===== src/rtl/cpu_axi_bridge.sv =====
// Bridges the core's fetch and load/store ports onto one AXI4-Lite master.
// Only one transaction is outstanding at a time, and data requests win arbitration over fetches.
module cpu_axi_bridge #(
  parameter int ADDR_W     = 64,
  parameter int AXI_ADDR_W = 32,
  parameter int DATA_W     = 64
) (
  input  logic                  clk,
  input  logic                  rst,
  input  logic                  inst_ena,
  input  logic [ADDR_W-1:0]     inst_addr,
  input  logic                  inst_ready,
  output logic [31:0]           inst,
  output logic                  inst_valid,
  input  logic                  re,
  input  logic                  we,
  input  logic [ADDR_W-1:0]     data_addr,
  input  logic [7:0]            wmask,
  input  logic [DATA_W-1:0]     data_o,
  output logic [DATA_W-1:0]     data_i,
  output logic                  mem_finish,
  output logic                  bus_err,
  output logic [AXI_ADDR_W-1:0] m_araddr,
  output logic [2:0]            m_arprot,
  output logic                  m_arvalid,
  input  logic                  m_arready,
  input  logic [DATA_W-1:0]     m_rdata,
  input  logic [1:0]            m_rresp,
  input  logic                  m_rvalid,
  output logic                  m_rready,
  output logic [AXI_ADDR_W-1:0] m_awaddr,
  output logic [2:0]            m_awprot,
  output logic                  m_awvalid,
  input  logic                  m_awready,
  output logic [DATA_W-1:0]     m_wdata,
  output logic [7:0]            m_wstrb,
  output logic                  m_wvalid,
  input  logic                  m_wready,
  input  logic [1:0]            m_bresp,
  input  logic                  m_bvalid,
  output logic                  m_bready,
  output logic [2:0]            dbg_state
);

  typedef enum logic [2:0] {IDLE, I_AR, I_R, I_HOLD, D_AR, D_R, D_WR, D_B} state_t;

  state_t                state_q, state_d;
  logic [AXI_ADDR_W-1:0] addr_q, addr_d;
  logic [DATA_W-1:0]     wdata_q, wdata_d;
  logic [7:0]            wstrb_q, wstrb_d;
  logic [DATA_W-1:0]     data_i_q, data_i_d;
  logic [31:0]           inst_q, inst_d;
  logic                  inst_valid_q, inst_valid_d;
  logic                  mem_finish_q, mem_finish_d;
  logic                  bus_err_q, bus_err_d;
  logic                  aw_done_q, aw_done_d;
  logic                  w_done_q, w_done_d;
  logic                  unused_ok;

  // Handshakes: a transfer happens on a rising clk edge where valid and ready are
  // both high. Valids are pure functions of state_q and per-channel done flags, so
  // once raised they hold, with the latched payload, until their ready is seen.
  assign m_arvalid = (state_q == I_AR) || (state_q == D_AR);
  assign m_araddr  = {addr_q[AXI_ADDR_W-1:3], 3'b000};
  assign m_arprot  = (state_q == I_AR) ? 3'b100 : 3'b000;
  assign m_rready  = (state_q == I_R) || (state_q == D_R);
  assign m_awvalid = (state_q == D_WR) && !aw_done_q;
  assign m_awaddr  = {addr_q[AXI_ADDR_W-1:3], 3'b000};
  assign m_awprot  = 3'b000;
  assign m_wvalid  = (state_q == D_WR) && !w_done_q;
  assign m_wdata   = wdata_q;
  assign m_wstrb   = wstrb_q;
  assign m_bready  = (state_q == D_B);

  assign inst       = inst_q;
  assign inst_valid = inst_valid_q;
  assign data_i     = data_i_q;
  assign mem_finish = mem_finish_q;
  assign bus_err    = bus_err_q;
  assign dbg_state  = state_q;

  assign unused_ok = ^{inst_addr[ADDR_W-1:AXI_ADDR_W], data_addr[ADDR_W-1:AXI_ADDR_W], addr_q[1:0]};

  always_comb begin
    state_d      = state_q;
    addr_d       = addr_q;
    wdata_d      = wdata_q;
    wstrb_d      = wstrb_q;
    data_i_d     = data_i_q;
    inst_d       = inst_q;
    inst_valid_d = inst_valid_q;
    mem_finish_d = 1'b0;
    bus_err_d    = 1'b0;
    aw_done_d    = aw_done_q;
    w_done_d     = w_done_q;
    case (state_q)
      IDLE: begin
        // Only a fetch accepted together with inst_ready lands here with inst_valid set
        inst_valid_d = 1'b0;
        aw_done_d    = 1'b0;
        w_done_d     = 1'b0;
        if (re) begin
          addr_d  = data_addr[AXI_ADDR_W-1:0];
          state_d = D_AR;
        end else if (we) begin
          addr_d  = data_addr[AXI_ADDR_W-1:0];
          wdata_d = data_o;
          wstrb_d = wmask;
          state_d = D_WR;
        end else if (inst_ena && !inst_valid_q) begin
          addr_d  = inst_addr[AXI_ADDR_W-1:0];
          state_d = I_AR;
        end
      end
      I_AR: if (m_arready) state_d = I_R;
      I_R: begin
        if (m_rvalid) begin
          inst_d       = addr_q[2] ? m_rdata[63:32] : m_rdata[31:0];
          inst_valid_d = 1'b1;
          bus_err_d    = |m_rresp;
          state_d      = inst_ready ? IDLE : I_HOLD;
        end
      end
      I_HOLD: begin
        if (inst_ready) begin
          inst_valid_d = 1'b0;
          state_d      = IDLE;
        end
      end
      D_AR: if (m_arready) state_d = D_R;
      D_R: begin
        if (m_rvalid) begin
          data_i_d     = m_rdata;
          mem_finish_d = 1'b1;
          bus_err_d    = |m_rresp;
          state_d      = IDLE;
        end
      end
      D_WR: begin
        aw_done_d = aw_done_q | m_awready;
        w_done_d  = w_done_q | m_wready;
        if (aw_done_d && w_done_d) state_d = D_B;
      end
      D_B: begin
        if (m_bvalid) begin
          mem_finish_d = 1'b1;
          bus_err_d    = |m_bresp;
          state_d      = IDLE;
        end
      end
      default: state_d = IDLE;
    endcase
  end

  always_ff @(posedge clk) begin
    if (rst) begin
      state_q      <= IDLE;
      addr_q       <= '0;
      wdata_q      <= '0;
      wstrb_q      <= '0;
      data_i_q     <= '0;
      inst_q       <= '0;
      inst_valid_q <= 1'b0;
      mem_finish_q <= 1'b0;
      bus_err_q    <= 1'b0;
      aw_done_q    <= 1'b0;
      w_done_q     <= 1'b0;
    end else begin
      state_q      <= state_d;
      addr_q       <= addr_d;
      wdata_q      <= wdata_d;
      wstrb_q      <= wstrb_d;
      data_i_q     <= data_i_d;
      inst_q       <= inst_d;
      inst_valid_q <= inst_valid_d;
      mem_finish_q <= mem_finish_d;
      bus_err_q    <= bus_err_d;
      aw_done_q    <= aw_done_d;
      w_done_q     <= w_done_d;
    end
  end

endmodule


===== config.mk =====
export PLATFORM = sky130hd
export DESIGN_NAME = cpu_axi_bridge
export DESIGN_NICKNAME = d
export VERILOG_FILES = /design/src/rtl/cpu_axi_bridge.sv
export SDC_FILE = /design/constraint.sdc
export NUM_CORES = 1
export LEC_CHECK = 0
export ABC_AREA = 1
export CAP_MARGIN = 20
export CORE_AREA = 2 2 204 206
export DETAILED_ROUTE_END_ITERATION = 16
export DIE_AREA = 0 0 206 208
export HOLD_SLACK_MARGIN = 0.1
export PLACE_DENSITY = 0.57
export SLEW_MARGIN = 15
export SYNTH_ARGS = -nofsm -noshare
export SYNTH_HDL_FRONTEND = slang
export SYNTH_SLANG_ARGS = --single-unit

===== constraint.sdc =====
create_clock -name clk -period 1.2 [get_ports clk]
set_input_delay 0.24 -clock clk [delete_from_list [all_inputs] [get_ports clk]]
set_output_delay 0.24 -clock clk [all_outputs]
set_load 0.005 [all_outputs]

# After elaboration in Yosys (flattened, before gate mapping)
# Index checks and enable logic that the tools add are counted.
[word_totals] register_bits=208
[op_classes] reduce_logical=22 n_mux=28 n_eq_ne=15 bitwise=3
[ops] cell="$mux W32" n=4
[ops] cell="$mux W3" n=11
[ops] cell="$pmux W3 S8" n=1
[ops] cell="$eq A3 B3 Y1 const B" n=4
[ops] cell="$ne A2 B2 Y1 const B" n=6
[ops] cell="$pmux W1 S2" n=4
[ops] cell="$reduce_and A8 Y1" n=1
[ops] cell="$eq A3 B2 Y1 const B" n=2
[ops] cell="$mux W1" n=6
[ops] cell="$reduce_and A2 Y1" n=3
[ops] cell="$reduce_and A3 Y1" n=2
[ops] cell="$reduce_bool A3 Y1" n=2
[ops] cell="$reduce_or A2 Y1" n=3
[ops] cell="$logic_and A1 B1 Y1" n=4
[ops] cell="$ne A4 B4 Y1 const B" n=1
[ops] cell="$eq A3 B1 Y1 const B" n=1
[ops] cell="$logic_not A1 Y1" n=3
[ops] cell="$logic_not A3 Y1" n=1
[ops] cell="$pmux W1 S3" n=1
[ops] cell="$logic_or A1 B1 Y1" n=2
[ops] cell="$mux W2" n=1
[ops] cell="$ne A2 B1 Y1 const B" n=1
[ops] cell="$or A1 B1 Y1" n=2
[ops] cell="$reduce_bool A2 Y1" n=1
[ops] cell="$not A1 Y1" n=1

# Logic depth before layout (Yosys ltp)
[logic_depth] ltp_word=6 depth_mapped=9

# Worst setup path after synthesis
# Ideal clock, no wire load.
[synth_path] path_type="register -> register" start="reg state_q[1], in the netlist dbg_state[1]" end="reg inst_q[22], in the netlist inst[22]" slack_ps=-128 stages_incl_launch_ff=9 arrival_time_ps=1212 setup_time_ps=116 cell_sequence="dfxtp_1 -> inv_1 -> nor2_1 -> nand2_1 -> nor2_4 -> inv_2 -> buf_6 -> nor2_1 -> nor2_1"
[synth_via] elab_chain_cells=2
[synth_lines] item="from (decl)" line="47" rtl="state_t state_q, state_d;"
[synth_lines] item="from (signal assigned)" line="169" rtl="state_q <= state_d;"
[synth_lines] item="$eq A3 B2 Y1" line="96" rtl="case (state_q)"
[synth_lines] item="$reduce_and A2 Y1 (no line)"
[synth_lines] item="to (signal assigned)" line="174" rtl="inst_q <= inst_d;"
[synth_lines] item="to (decl)" line="52" rtl="logic [31:0] inst_q, inst_d;"
# No other way between the ends.
# A chain may end at the register's enable or synchronous reset.

# Worst setup path in the final report
[layout_path] start="reg state_q[0], in the netlist dbg_state[0]" end="out m_wvalid"
[layout_via] elab_chain_cells=2
[layout_lines] item="$eq A3 B3 Y1" line="70" rtl="assign m_wvalid = (state_q == D_WR) && !w_done_q;"
[layout_lines] item="$logic_and A1 B1 Y1" line="70"
[layout_lines] item="to (decl)" line="37" rtl="output logic m_wvalid,"
# No other way between the ends.

==> summary.md <==
| Metric | Value |
|---|---|
| Outcome | `finished with violations` |
| Failing checks | `negative setup slack` |
| Via Count | `9864` |
| Max_cap viols | `0` |
| CP peak stage delay | `~0.36 ns` |
| Switching power | `between 10 and 15 mW` |
| Synth area leaders | `dfxtp_1 48%, nor2_1 13%, o21ai_0 12%` |
| Clock power share | `0.229` |
| Fraction of layout cells with a size suffix above 1 | `0.553` |
| Placed insts | `2057` |
| Worst VDD drop | `approximately 0.00087 V` |
| CP required | `0.96 ns` |
| Critical Setup Path Class | `reg2out` |
| Delay-heaviest family, CP | `flip-flops` |
| Nets | `about 2000` |
| Min-delay worst type | `in2reg` |
| CP endpoint kind | `output pin` |
| Fillers | `3861` |
| Period utilization | `1.36` |
| Final worst slack | `-0.437 ns` |
| P per Cell Area | `around 1900 nW/um2` |
| Area Growth Syn to Fin | `107%` |
| Wire per inst | `17.7 um` |
| Cell area after layout | `17600 um2` |
| Core area | `approximately 40000 um2` |
| Top cells by count, synth | `292 x nor2_1, 206 x dfxtp_1, 204 x o21ai_0` |
| Leak | `7.56 nW` |
| Final Hold Fails | `0` |
| Most common cell on crit path | `inv_4` |
| Number of I/O port buffers | `between 400 and 500` |
| CP Max Fanout | `4` |
| First-pass GRT wire length | `53.2 mm` |
| CTS H-tree depth | `1` |
| Worst path slowest cell | `dfxtp_4` |
| CTS sink count | `approximately 210` |
| GRT Overall Usage | `0.156` |
| Synth cell types | `23` |
| Sw Ratio | `0.342` |
| Worst-Skew Late Latency | `approximately 0.54 ns` |
| Synthesized area | `~8500 um2` |
| Die height | `roughly 210 um` |
| Starting density of the core | `0.210` |
| Worst Skew | `0.0176 ns` |
| Sequential share of the synthesized area | `0.483` |
| Post-layout util | `0.435` |
| WL final | `39.6 mm` |
| Critical path, cell by cell | `inv_4 > nand2_4 > nor2_4 > inv_4 > nor2_2 > buf_2` |
| Die area | `about 43000 um2` |
| Hpwl dp | `23.8 mm` |
| Count leader, synth | `nor2_1` |
| Number of cell rows | `74` |
| RSZ-0062 raised after global routing | `true` |
| Syn Area/Cell | `7.45 um2` |
| Ys Warns | `0` |
| Global route overflow | `0` |
| Final Non-Filler Cells | `2232` |
| Pin count of the biggest net entering global routing | `75` |
| Crit path DAT | `1.40 ns` |
| ANT nets after route | `0` |
| Combinational power share | `0.485` |
| Initial DRC Count | `436` |
| DRC violations left | `0` |
| Mapped Cells | `1145` |
| Vias in the first global route | `approximately 9500` |
| RD Place Congestion | `0.802` |
| CP Launch Type | `flop` |
| Initial antenna violation count | `0` |
| Final min period | `1.64 ns` |
| DRT Pass-1 Iters | `5` |
| Post-synth EDFFs | `0` |
| TritonCTS clock tree | `done` |
| Flop pwr share | `0.286` |
| Fraction of registers with async set or reset after synthesis | `0` |
| Num CTS Buffers | `25` |
| Flops & latches, synth | `206` |
| P_int | `approximately 22 mW` |
| Pins Over Slew Limit | `0` |
| Top_reg_cell synth | `dfxtp_1` |
| Root Buffer | `clkbuf_16` |
| Ports | `roughly 530` |
| Peak Freq | `a little over 0.6 GHz` |
| DR vias/cell | `~4.4` |
| Crit path buf inv count | `3` |
| Setup violators final | `407` |
| Yosys top cell area share | `0.483` |
| Die Wd | `206 um` |
| Inserted Diodes | `0` |
| TNS Setup | `-68.81 ns` |
| Placed Area | `13500 um2` |
| Largest area contributor in the netlist | `dfxtp_1` |
| Clock Tree Buf Depth | `3` |
| Clock Pin Slew Worst Setup and Hold Paths | `roughly 0.060 ns` |
-- final timing paths --
| kind | start | endpoint | slack (ns) | cells past startpoint |
|---|---|---|---|---|
| max | dbg_state[0] | m_wvalid | -0.44 | 6 |
| min | m_rdata[19] | data_i[19] | 0.27 | 3 |
| max reg2reg | dbg_state[0] | data_i[44] | -0.41 | 11 |
| min reg2reg | w_done_q | w_done_q | 0.49 | 2 |
-- power by group through the flow --
stage | logic, mW | clock network [mW] | registers, mW
2_1_floorplan | 5.42 | 0 | 9.09
3_3_place_gp | 10.3 | 0 | 9.17
3_5_place_dp | 10.4 | 0 | 9.20
4_1_cts | 11.6 | 7.90 | 9.45
5_1_grt | 17.3 | 8.19 | 9.72
6_report | 16.2 | 7.66 | 9.58
-- registers in the layout (all words and copies together) (netlist names) --
register    cells
inst           32
bus_err         1
aw_done_q       1
mem_finish      1
data_i         64
inst_valid      1
w_done_q        1
dbg_state       3
addr_q         30
m_wdata        64
m_wstrb         8
-- kinds of logic after synthesis --
| logic type | synth area share |
|---|---|
| other cells | 0.000439 |
| simple gates | 0.197 |
| buf+inv | 0.136 |
| compound gates | 0.184 |
| flops | 0.483 |
-- worst reg2reg max path, cell delays in order (launching register included) --
cell and delay (ns):
dfxtp_4 0.38, inv_4 0.05, nor2_4 0.12, nand2_2 0.08, buf_6 0.12, nor2_4 0.09
buf_12 0.14, buf_16 0.15, buf_6 0.10, buf_8 0.12, o21ai_2 0.06, nor2_1 0.11
-- metal layers --
layer  vias to the layer above  track usage  wire length (um)
met5                         -            0                 0
met1                      4699        0.182             15600
met3                        75       0.0497              3160
met4                         0       0.0478              1230
li1                       4720            -                 -
met2                       370        0.268             19600
-- repair_timing --
item / CTS / global route
hold buffers: 0 / 0
cloned: 13 / 24
buffers inserted: 43 / 63
endpoints found under the hold margin: 0 / 0
pin swaps: 23 / 76
gates resized for setup: 1429 / 434
setup endpoints to repair: 442 / 442
-- cell type report --
type / count / area, um2 / area share
repair buffers: 646 / 6960 / 0.394
multi-input cells: 749 / 4550 / 0.258
flip-flops and latches: 206 / 4400 / 0.249
clock buffers: 38 / 734 / 0.0416
well taps: 532 / 666 / 0.0377
inverters: 55 / 259 / 0.0147
clock inverters: 6 / 83.8 / 0.00475
-- per-stage QoR --
stage	setup WS (ns)	hold WS [ns]	power, mW
floorplan	-0.0417	0.302	14.5
global placement	-0.535	0.459	19.5
detailed placement	-0.531	0.464	19.6
CTS	-0.513	0.211	29.0
global route	-0.508	0.258	35.2
finish	-0.437	0.268	33.5
-- layout by cell type (no fill, tap or decap), types with 9 or more instances in the layout --
cell type | Yosys | final
clkdlybuf4s50_1 | 0 | 210
buf_16 | 0 | 9
o21ai_0 | 204 | 118
o21ai_1 | 30 | 37
clkbuf_16 | 0 | 44
nor2_2 | 1 | 49
nand3_1 | 9 | 9
buf_12 | 0 | 30
a21oi_2 | 1 | 25
a31oi_1 | 30 | 22
nor2_4 | 4 | 81
buf_8 | 0 | 11
nor2_1 | 292 | 167
buf_6 | 14 | 209
dfxtp_2 | 0 | 196
conb_1 | 1 | 11
buf_4 | 73 | 86
o21ai_2 | 0 | 77
a21oi_1 | 36 | 11
inv_1 | 48 | 45
nand2_1 | 125 | 118
buf_2 | 23 | 70
No activity file was read; power rests on OpenSTA's default activity.
